<file path="src/rtl/alu_share_arbiter_pkg.sv">
// Shared constants for the ALU share arbiter.
//   - ALUctl width and requester ids
//   - ALUctl[6:4] branch-compare selections, reused unchanged from the core
//   - helper returning the requester that did not win last
package alu_share_arbiter_pkg;

  localparam int ALUCTL_W = 7;

  localparam logic ARB_ID_EXEC = 1'b0;
  localparam logic ARB_ID_AUX  = 1'b1;

  typedef enum logic [2:0] {
    ALUCTL_6TO4_NONE = 3'd0,
    ALUCTL_6TO4_BEQ  = 3'd1,
    ALUCTL_6TO4_BNE  = 3'd2,
    ALUCTL_6TO4_BLT  = 3'd3,
    ALUCTL_6TO4_BGE  = 3'd4,
    ALUCTL_6TO4_BLTU = 3'd5,
    ALUCTL_6TO4_BGEU = 3'd6
  } branch_sel_e;

  function automatic logic [1:0] rr_pick(input logic last_id);
    return last_id ? 2'b01 : 2'b10;
  endfunction

endpackage

</file>
<file path="src/rtl/alu_share_arbiter_rr_arb2.sv">
// Two-way round-robin arbiter.
//   clk, reset : clock, synchronous active-high reset
//   req[1:0]   : request vector
//   advance    : current grant was taken this cycle; remember the winner
//   grant[1:0] : one-hot grant, zero when nothing requests
// last_grant resets to the aux id so the exec requester wins first contention.
module rr_arb2
  import alu_share_arbiter_pkg::*;
(
  input  logic       clk,
  input  logic       reset,
  input  logic [1:0] req,
  input  logic       advance,
  output logic [1:0] grant
);

  logic last_grant;

  always_ff @(posedge clk) begin
    if (reset) begin
      last_grant <= ARB_ID_AUX;
    end else if (advance) begin
      last_grant <= grant[1];
    end
  end

  always_comb begin
    grant = 2'b00;
    case (req)
      2'b01:   grant = 2'b01;
      2'b10:   grant = 2'b10;
      2'b11:   grant = rr_pick(last_grant);
      default: grant = 2'b00;
    endcase
  end

endmodule

</file>
<file path="src/rtl/alu_share_arbiter.sv">
// Shares one combinational ALU between the execute path (r0) and the
// branch/aux path (r1).
//   r*_valid/ready/aluctl/a/b : requester handshakes and operations
//   alu_ctl/a/b, alu_out, alu_branch_enable : external ALU connection
//   rsp_*      : one-entry registered response buffer tagged with requester id
//   grant_cnt* : saturating counts of accepted operations
module alu_share_arbiter
  import alu_share_arbiter_pkg::*;
#(
  parameter int DATA_W = 32,
  parameter int CTL_W  = ALUCTL_W,
  parameter int CNT_W  = 16
) (
  input  logic              clk,
  input  logic              reset,
  input  logic              r0_valid,
  output logic              r0_ready,
  input  logic [CTL_W-1:0]  r0_aluctl,
  input  logic [DATA_W-1:0] r0_a,
  input  logic [DATA_W-1:0] r0_b,
  input  logic              r1_valid,
  output logic              r1_ready,
  input  logic [CTL_W-1:0]  r1_aluctl,
  input  logic [DATA_W-1:0] r1_a,
  input  logic [DATA_W-1:0] r1_b,
  output logic [CTL_W-1:0]  alu_ctl,
  output logic [DATA_W-1:0] alu_a,
  output logic [DATA_W-1:0] alu_b,
  input  logic [DATA_W-1:0] alu_out,
  input  logic              alu_branch_enable,
  output logic              rsp_valid,
  input  logic              rsp_ready,
  output logic              rsp_id,
  output logic [DATA_W-1:0] rsp_aluout,
  output logic              rsp_branch_enable,
  output logic [CNT_W-1:0]  grant_cnt0,
  output logic [CNT_W-1:0]  grant_cnt1
);

  logic [1:0] grant;
  logic       can_accept;
  logic       accept0;
  logic       accept1;
  logic       accept;

  // Buffer refills in the same cycle it drains.
  assign can_accept = !rsp_valid || rsp_ready;

  assign r0_ready = grant[0] && can_accept && !reset;
  assign r1_ready = grant[1] && can_accept && !reset;
  assign accept0  = r0_valid && r0_ready;
  assign accept1  = r1_valid && r1_ready;
  assign accept   = accept0 || accept1;

  rr_arb2 u_rr_arb2 (
    .clk     (clk),
    .reset   (reset),
    .req     ({r1_valid, r0_valid}),
    .advance (accept),
    .grant   (grant)
  );

  // ALU sees r0 unless r1 holds the grant; result is captured the same cycle.
  assign alu_ctl = grant[1] ? r1_aluctl : r0_aluctl;
  assign alu_a   = grant[1] ? r1_a      : r0_a;
  assign alu_b   = grant[1] ? r1_b      : r0_b;

  always_ff @(posedge clk) begin
    if (reset) begin
      rsp_valid         <= 1'b0;
      rsp_id            <= ARB_ID_EXEC;
      rsp_aluout        <= '0;
      rsp_branch_enable <= 1'b0;
    end else if (accept) begin
      rsp_valid         <= 1'b1;
      rsp_id            <= accept1 ? ARB_ID_AUX : ARB_ID_EXEC;
      rsp_aluout        <= alu_out;
      rsp_branch_enable <= alu_branch_enable;
    end else if (rsp_valid && rsp_ready) begin
      rsp_valid <= 1'b0;
    end
  end

  always_ff @(posedge clk) begin
    if (reset) begin
      grant_cnt0 <= '0;
      grant_cnt1 <= '0;
    end else begin
      if (accept0 && (grant_cnt0 != {CNT_W{1'b1}})) begin
        grant_cnt0 <= grant_cnt0 + 1'b1;
      end
      if (accept1 && (grant_cnt1 != {CNT_W{1'b1}})) begin
        grant_cnt1 <= grant_cnt1 + 1'b1;
      end
    end
  end

endmodule

</file>
<file path="config.mk">
export PLATFORM = sky130hd
export DESIGN_NAME = alu_share_arbiter
export DESIGN_NICKNAME = d
export VERILOG_FILES = /design/src/rtl/alu_share_arbiter_pkg.sv /design/src/rtl/alu_share_arbiter_rr_arb2.sv /design/src/rtl/alu_share_arbiter.sv
export SDC_FILE = /design/constraint.sdc
export NUM_CORES = 1
export LEC_CHECK = 0
export CAP_MARGIN = 5
export CORE_MARGIN = 2
export CORE_UTILIZATION = 25
export CTS_BUF_LIST = sky130_fd_sc_hd__clkbuf_2 sky130_fd_sc_hd__clkbuf_4 sky130_fd_sc_hd__clkbuf_8
export DETAILED_ROUTE_END_ITERATION = 16
export PLACE_DENSITY = 0.68
export RECOVER_POWER = 25
export SLEW_MARGIN = 20
export SYNTH_ARGS = -nofsm -noshare
export SYNTH_HDL_FRONTEND = slang
export SYNTH_SLANG_ARGS = --single-unit
</file>
<file path="constraint.sdc">
create_clock -name clk -period 1.7 [get_ports clk]
set_clock_uncertainty 0.15 [all_clocks]
set_input_delay 0.34 -clock clk [delete_from_list [all_inputs] [get_ports clk]]
set_output_delay 0.34 -clock clk [all_outputs]
set_load 0.01 [all_outputs]
</file>
==> flow_summary.yaml, run 1 <==
run_status:
  status: "finished, violations left"
  violations: "negative setup slack"
final_layout:
  fin_nets: 1026
  drive_above_1_share: 0.441
  final_cells: 1035
  layout_common_cells: "clkdlybuf4s50_1, buf_6, dlygate4sd2_1"
  final_common_cell: "clkdlybuf4s50_1"
  fillers: 1128
  area_delta_synth_final_pct: 153
timing:
  fin_crit_ps: 2300
  tightest_slew_ps: 731
  maxSlewHeadroom: 0.513
  max_freq_mhz: 434
  drv_slew: 0
  fin_ws_ps: -602
  setup_viol: 139
  rsz0062_at_grt: "yes"
  fin_crit_sh: 1.35
  hold_violations: 0
  finalSetupTns_ps: -52370
worst_setup_path:
  max_stage_delay_ps: 340
  cp.required_ps: 1210
  cp-start-kind: "flop"
  crit_type: "reg -> out"
  cp_slowest_cell: "dfxtp_2"
  r2r_slack_ps: -400
  path_max_fanout: 7
  path_cells: "a21boi_4, buf_12, buf_12, buf_16, buf_6, mux2_4, buf_6"
  endpoint_kind: "primary output"
  cp.arrival_ps: 1810
min_path:
  hp-class: "reg -> reg"
detailed_routing:
  vias_per_cell: 4.87
  drtIter0Drc: 144
  drt_pass1_iterations: 4
  drt-total-wl_um: 22700
  vias: 5044
  drcViolationCount: 0
  postRouteAntennaNets: 0
  wl_per_cell_um: 21.9
yosys:
  synthCells: 423
  ys.flop_type: "dfxtp_1"
  synth_nets: 605
  synth_cell_types: 40
  syn_area_per_cell_um2: 8.78
  synth-warning-count: 0
  ys_seq_area_frac: 0.367
  async_reset_ff_frac: 0
  synth_edf_count: 0
  synth_seq_cells: 68
  syn_area_um2: 3710
placed_design:
  dp_hpwl_um: 16000
  placed_cells: 956
  portBuffers: 319
  place_congestion: 1.01
  dp_slack_ps: -1020
grt:
  overflow: 0
  track_usage: 0.275
  grt_max_degree: 54
  grt_pass1_vias: 5384
  grt_pass1_wl_um: 33300
  grt_antenna_before_repair: 2
cts:
  cts_max_level: 3
  cts_made_buffers: 9
  cts-root-buf: "clkbuf_8"
  clock_latency_ps: 350
  cts_tree: "done"
  postCtsHoldBufs: 0
  cts.clk_slew.worst_paths_ps: 80
  clock-sinks: 68
  cts_max_path_buffers: 2
power_and_ir_drop:
  powerDensity_nw_per_um2: 577
  ir_worst_vdd_uv: 405
  power_leakage_nw: 4.27
floorplan:
  row_count: 44
  die_h_um: 126
  pin_count: 320
  chipWidth_um: 126
  coreArea_um2: 14500
  start_util: 0.255
  die_area_um2: 15800
job:
  maxCapViolations: 0
==> final timing paths <==
path / from / to / cells past startpoint
min: rsp_aluout[10] / rsp_aluout[10] / 2
min reg2reg: rsp_aluout[10] / rsp_aluout[10] / 2
max: u_rr_arb2.last_grant / alu_b[20] / 7
max reg2reg: u_rr_arb2.last_grant / rsp_aluout[20] / 13
==> stage by stage <==
| stage | util | total power [mW] | instance area, µm² | hold slack (ps) |
|---|---|---|---|---|
| after floorplan | - | 2.23 | 3760 | 294 |
| after global placement | 0.517 | 3.22 | 7510 | 288 |
| after detailed placement | 0.517 | 3.24 | 7510 | 294 |
| after CTS | 0.639 | 5.38 | 9280 | 301 |
| after global routing | 0.646 | 5.63 | 9390 | 333 |
| final | 0.646 | 5.42 | 9390 | 304 |
==> metal layers <==
layer | vias up | part of all wire | GRT usage | wire (µm)
li1 | 2330 | - | - | -
met1 | 2451 | 0.37 | 0.308 | 8410
met2 | 220 | 0.54 | 0.528 | 12300
met3 | 43 | 0.061 | 0.0680 | 1380
met4 | 0 | 0.025 | 0.0543 | 574
met5 | - | 0 | 0 | 0
==> critical path: cells and delay by family (launching register included) <==
kind / cells / cell delay [ps]
buf+inv: 5 / 630
flops: 1 / 340
mux: 1 / 290
compound gates: 1 / 190
==> sequential cells by signal, indices dropped and copies added, names as in the netlist <==
signal and count:
rsp_aluout 32, grant_cnt0 16, grant_cnt1 16, rsp_branch_enable 1, rsp_id 1, rsp_valid 1
u_rr_arb2.last_grant 1
==> what timing repair did <==
action | CTS | global route
pin swaps | 65 | 13
gates resized for setup | 641 | 57
buffers inserted | 46 | 10
cloned | 13 | 0
setup endpoints to repair | 206 | 140
==> cells in the mapped netlist (2+ instances only) <==
master | n | area, µm²
nand4b_1 | 2 | 17.5
nand2_1 | 81 | 304
nand3_1 | 7 | 35.0
and4_1 | 5 | 43.8
ha_1 | 2 | 25.0
and2_1 | 3 | 18.8
a311oi_1 | 2 | 17.5
a21oi_1 | 40 | 200
xnor2_1 | 10 | 87.6
nor3_1 | 8 | 40.0
mux2i_1 | 4 | 40.0
nand2b_1 | 4 | 25.0
nor2b_1 | 3 | 18.8
dfxtp_1 | 68 | 1360
and3_1 | 7 | 43.8
nor4_1 | 5 | 31.3
nand4_1 | 12 | 75.1
buf_2 | 10 | 50.1
clkbuf_1 | 8 | 30.0
a31oi_1 | 2 | 12.5
nor2_1 | 32 | 120
inv_1 | 3 | 11.3
o21ai_0 | 2 | 10.0
buf_1 | 6 | 22.5
mux2_2 | 73 | 822
xor2_1 | 10 | 87.6
==> final cells by class <==
cell class	count	area (µm²)	area share
repair buffers	434	4550	0.484
multi-input cells	327	2990	0.318
flip-flops and latches	68	1380	0.146
well taps	184	230	0.0245
clock buffers	11	145	0.0155
clock inverters	5	85.1	0.00906
inverters	4	15.0	0.00160
diodes	2	5.00	0.000533
==> kinds of logic (layout without fill, tap and decap cells) <==
group	Yosys count	after routing	synth area share
fa+ha+maj	2	2	0.00674
buf+inv	28	454	0.0317
xor+xnor	20	20	0.0472
mux	77	77	0.232
compound gates	51	51	0.0806
other cells	0	2	0
flops	68	68	0.367
simple gates	177	177	0.235
==> report_power, final <==
group | internal, mW | switching, mW
combinational | 1.37 | 0.792
sequential | 1.66 | 0.0553
clock | 0.888 | 0.656
Power figures use the tool's default switching activity.
==> run 2: changes to the inputs <==
PLACE_DENSITY = 0.69   (was 0.68)
SYNTH_HIERARCHICAL = 1   (was unset)
==> flow_summary.yaml, run 2 <==
run_status:
  status: "finished, violations left"
  violations: "negative setup slack"
timing:
  setup_viol: 141
  maxSlewHeadroom: 0.630
  fin_crit_ps: 2310
  max_freq_mhz: 432
  rsz0062_at_grt: "yes"
  hold_violations: 0
  fin_crit_sh: 1.36
  fin_ws_ps: -614
  whs_ps: 162
  drv_slew: 0
  tightest_slew_ps: 556
worst_setup_path:
  cp_slowest_cell: "or3_4"
  endpoint_kind: "flop"
  r2r_slack_ps: -610
  crit_type: "reg -> reg"
  cp.arrival_ps: 2440
  crit_family: "simple AND/OR/NAND/NOR gates"
  cp-start-kind: "flop"
  worst-path-buf-inv: 4
  path_cells: "buf_4, buf_6, inv_2, a21boi_1, and2b_2, buf_6, nand4_4, or3_4, or3_4, a21oi_2"
  max_stage_delay_ps: 430
  path_max_fanout: 5
  r2r_end: "grant_cnt0[11]"
  cp.depth: 10
  r2r_start: "u_rr_arb2/last_grant"
  worstRegToRegCells: 10
  cp.required_ps: 1820
yosys:
  synth_seq_cells: 68
  synth-warning-count: 6
  syn_area_um2: 3650
  synth_cell_types: 40
  ys.flop_type: "dfxtp_1"
  yosysMostFrequentCell: "nand2_1"
  async_reset_ff_frac: 0
  syn_area_per_cell_um2: 8.72
  synth_edf_count: 0
  ys_seq_area_frac: 0.373
  synth_area_leader_cell: "dfxtp_1"
  synthCells: 419
  synth_common_cells: "nand2_1, mux2_2, dfxtp_1"
  synth_top_area_share: 0.373
  synth_area_leaders: "dfxtp_1, mux2_2, nand2_1"
  synth_nets: 601
grt:
  grt_max_degree: 49
  grt_antenna_before_repair: 8
  track_usage: 0.260
  grt_pass1_vias: 4986
  overflow: 0
  grt_pass1_wl_um: 30900
power_and_ir_drop:
  powerDensity_nw_per_um2: 534
  power.total_mw: 5.00
  ir_worst_vdd_uv: 279
  power_leakage_nw: 4.67
floorplan:
  chipWidth_um: 125
  pin_count: 320
  start_util: 0.253
  die_area_um2: 15600
  row_count: 44
  die_h_um: 125
  coreArea_um2: 14400
placed_design:
  dp_slack_ps: -1050
  portBuffers: 319
  dp_hpwl_um: 16100
  place_area_um2: 7690
  place_congestion: 1.01
cts:
  postCtsHoldBufs: 0
  cts_max_level: 3
  clock_latency_ps: 350
  cts_tree: "done"
  cts.clk_slew.worst_paths_ps: 80
  cts_made_buffers: 9
  clock-sinks: 68
  cts-root-buf: "clkbuf_8"
  cts_max_path_buffers: 2
final_layout:
  finalInstanceArea_um2: 9360
  largest_register: "rsp_aluout"
  final_common_cell: "clkdlybuf4s50_1"
  largestRegisters: "rsp_aluout: 32 flops, grant_cnt0: 16 flops, grant_cnt1: 16 flops"
  multi_input_area_um2: 2860
  fillers: 1120
  area_delta_synth_final_pct: 156
  layout_common_cells: "clkdlybuf4s50_1, buf_4, buf_6"
  fin_nets: 1031
  largest_reg_flops: 32
  final_util: 0.649
  regArea_um2: 1390
  drive_above_1_share: 0.439
min_path:
  hp-class: "in -> reg"
  holdPathEnd: "grant_cnt1[6]"
  whs_path_depth: 3
  hold_start: "reset"
detailed_routing:
  postRouteAntennaNets: 0
  drt_pass1_iterations: 4
  wl_per_cell_um: 21.3
  drt-total-wl_um: 22200
  vias: 5009
  drtIter0Drc: 214
  vias_per_cell: 4.81
  drcViolationCount: 0
job:
  maxCapViolations: 0
-- run 2: final cells by class --
class	count	share of cell area
timing repair buffer	441	0.494
inverter	3	0.00254
tap	184	0.0246
antenna	3	0.000802
multi-input combinational	326	0.306
sequential	68	0.149
clock buffer	9	0.0132
clock inverter	7	0.0106
-- run 2: where the power goes --
part	internal, mW	switching, mW	leakage (nW)	total (mW)
clock	0.836	0.686	0.110	1.52
combinational	1.17	0.649	4.00	1.82
sequential	1.63	0.0284	0.561	1.66
-- run 2: worst reg2reg max path: stages (launching register included) --
cell      delay [ps]
dfxtp_4          380
buf_4            110
buf_6             90
inv_2             30
a21boi_1         110
and2b_2          200
buf_6            110
nand4_4           70
or3_4            430
or3_4            400
a21oi_2          160
-- run 2: how the worst max path moves through the flow --
stage | start | end | slack (ps)
global placement | r1_valid | alu_b[4] | -1050
floorplan | r1_valid | grant_cnt1[15] | -220
CTS | u_rr_arb2/last_grant | alu_a[7] | -640
global route | u_rr_arb2/last_grant | grant_cnt0[11] | -700
finish | u_rr_arb2/last_grant | grant_cnt0[11] | -610
detailed placement | r1_valid | alu_b[30] | -1050
-- run 2: what timing repair did --
item / in CTS / in global routing
resized for setup: 420 / 187
setup buffers: 23 / 25
pin swaps: 24 / 29
gates cloned: 7 / 2
setup endpoints to repair: 208 / 208
-- run 2: cell families (layout without fill, tap and decap cells) --
logic type	count (synthesis)	after routing	share of synthesized area
mux	75	75	0.230
fa+ha+maj	2	2	0.00685
flops	68	68	0.373
compound gates	56	56	0.0829
xor+xnor	19	19	0.0456
simple gates	173	174	0.233
buf+inv	26	460	0.0288
other cells	0	3	0
-- run 2: per-layer routing --
metal	track usage	vias to the layer above	routed length [µm]	part of all wire
met5	0	-	44	0.0020
met4	0.0719	6	648	0.029
met3	0.127	44	2360	0.11
met2	0.448	240	10900	0.49
met1	0.285	2373	8260	0.37
li1	-	2346	-	-
-- run 2: per-stage QoR --
stage | TNS, ps | std cells
2_1_floorplan | -7910 | 419
3_3_place_gp | -131750 | 969
3_5_place_dp | -135680 | 969
4_1_cts | -71390 | 1014
5_1_grt | -72730 | 1040
6_report | -63810 | 1041
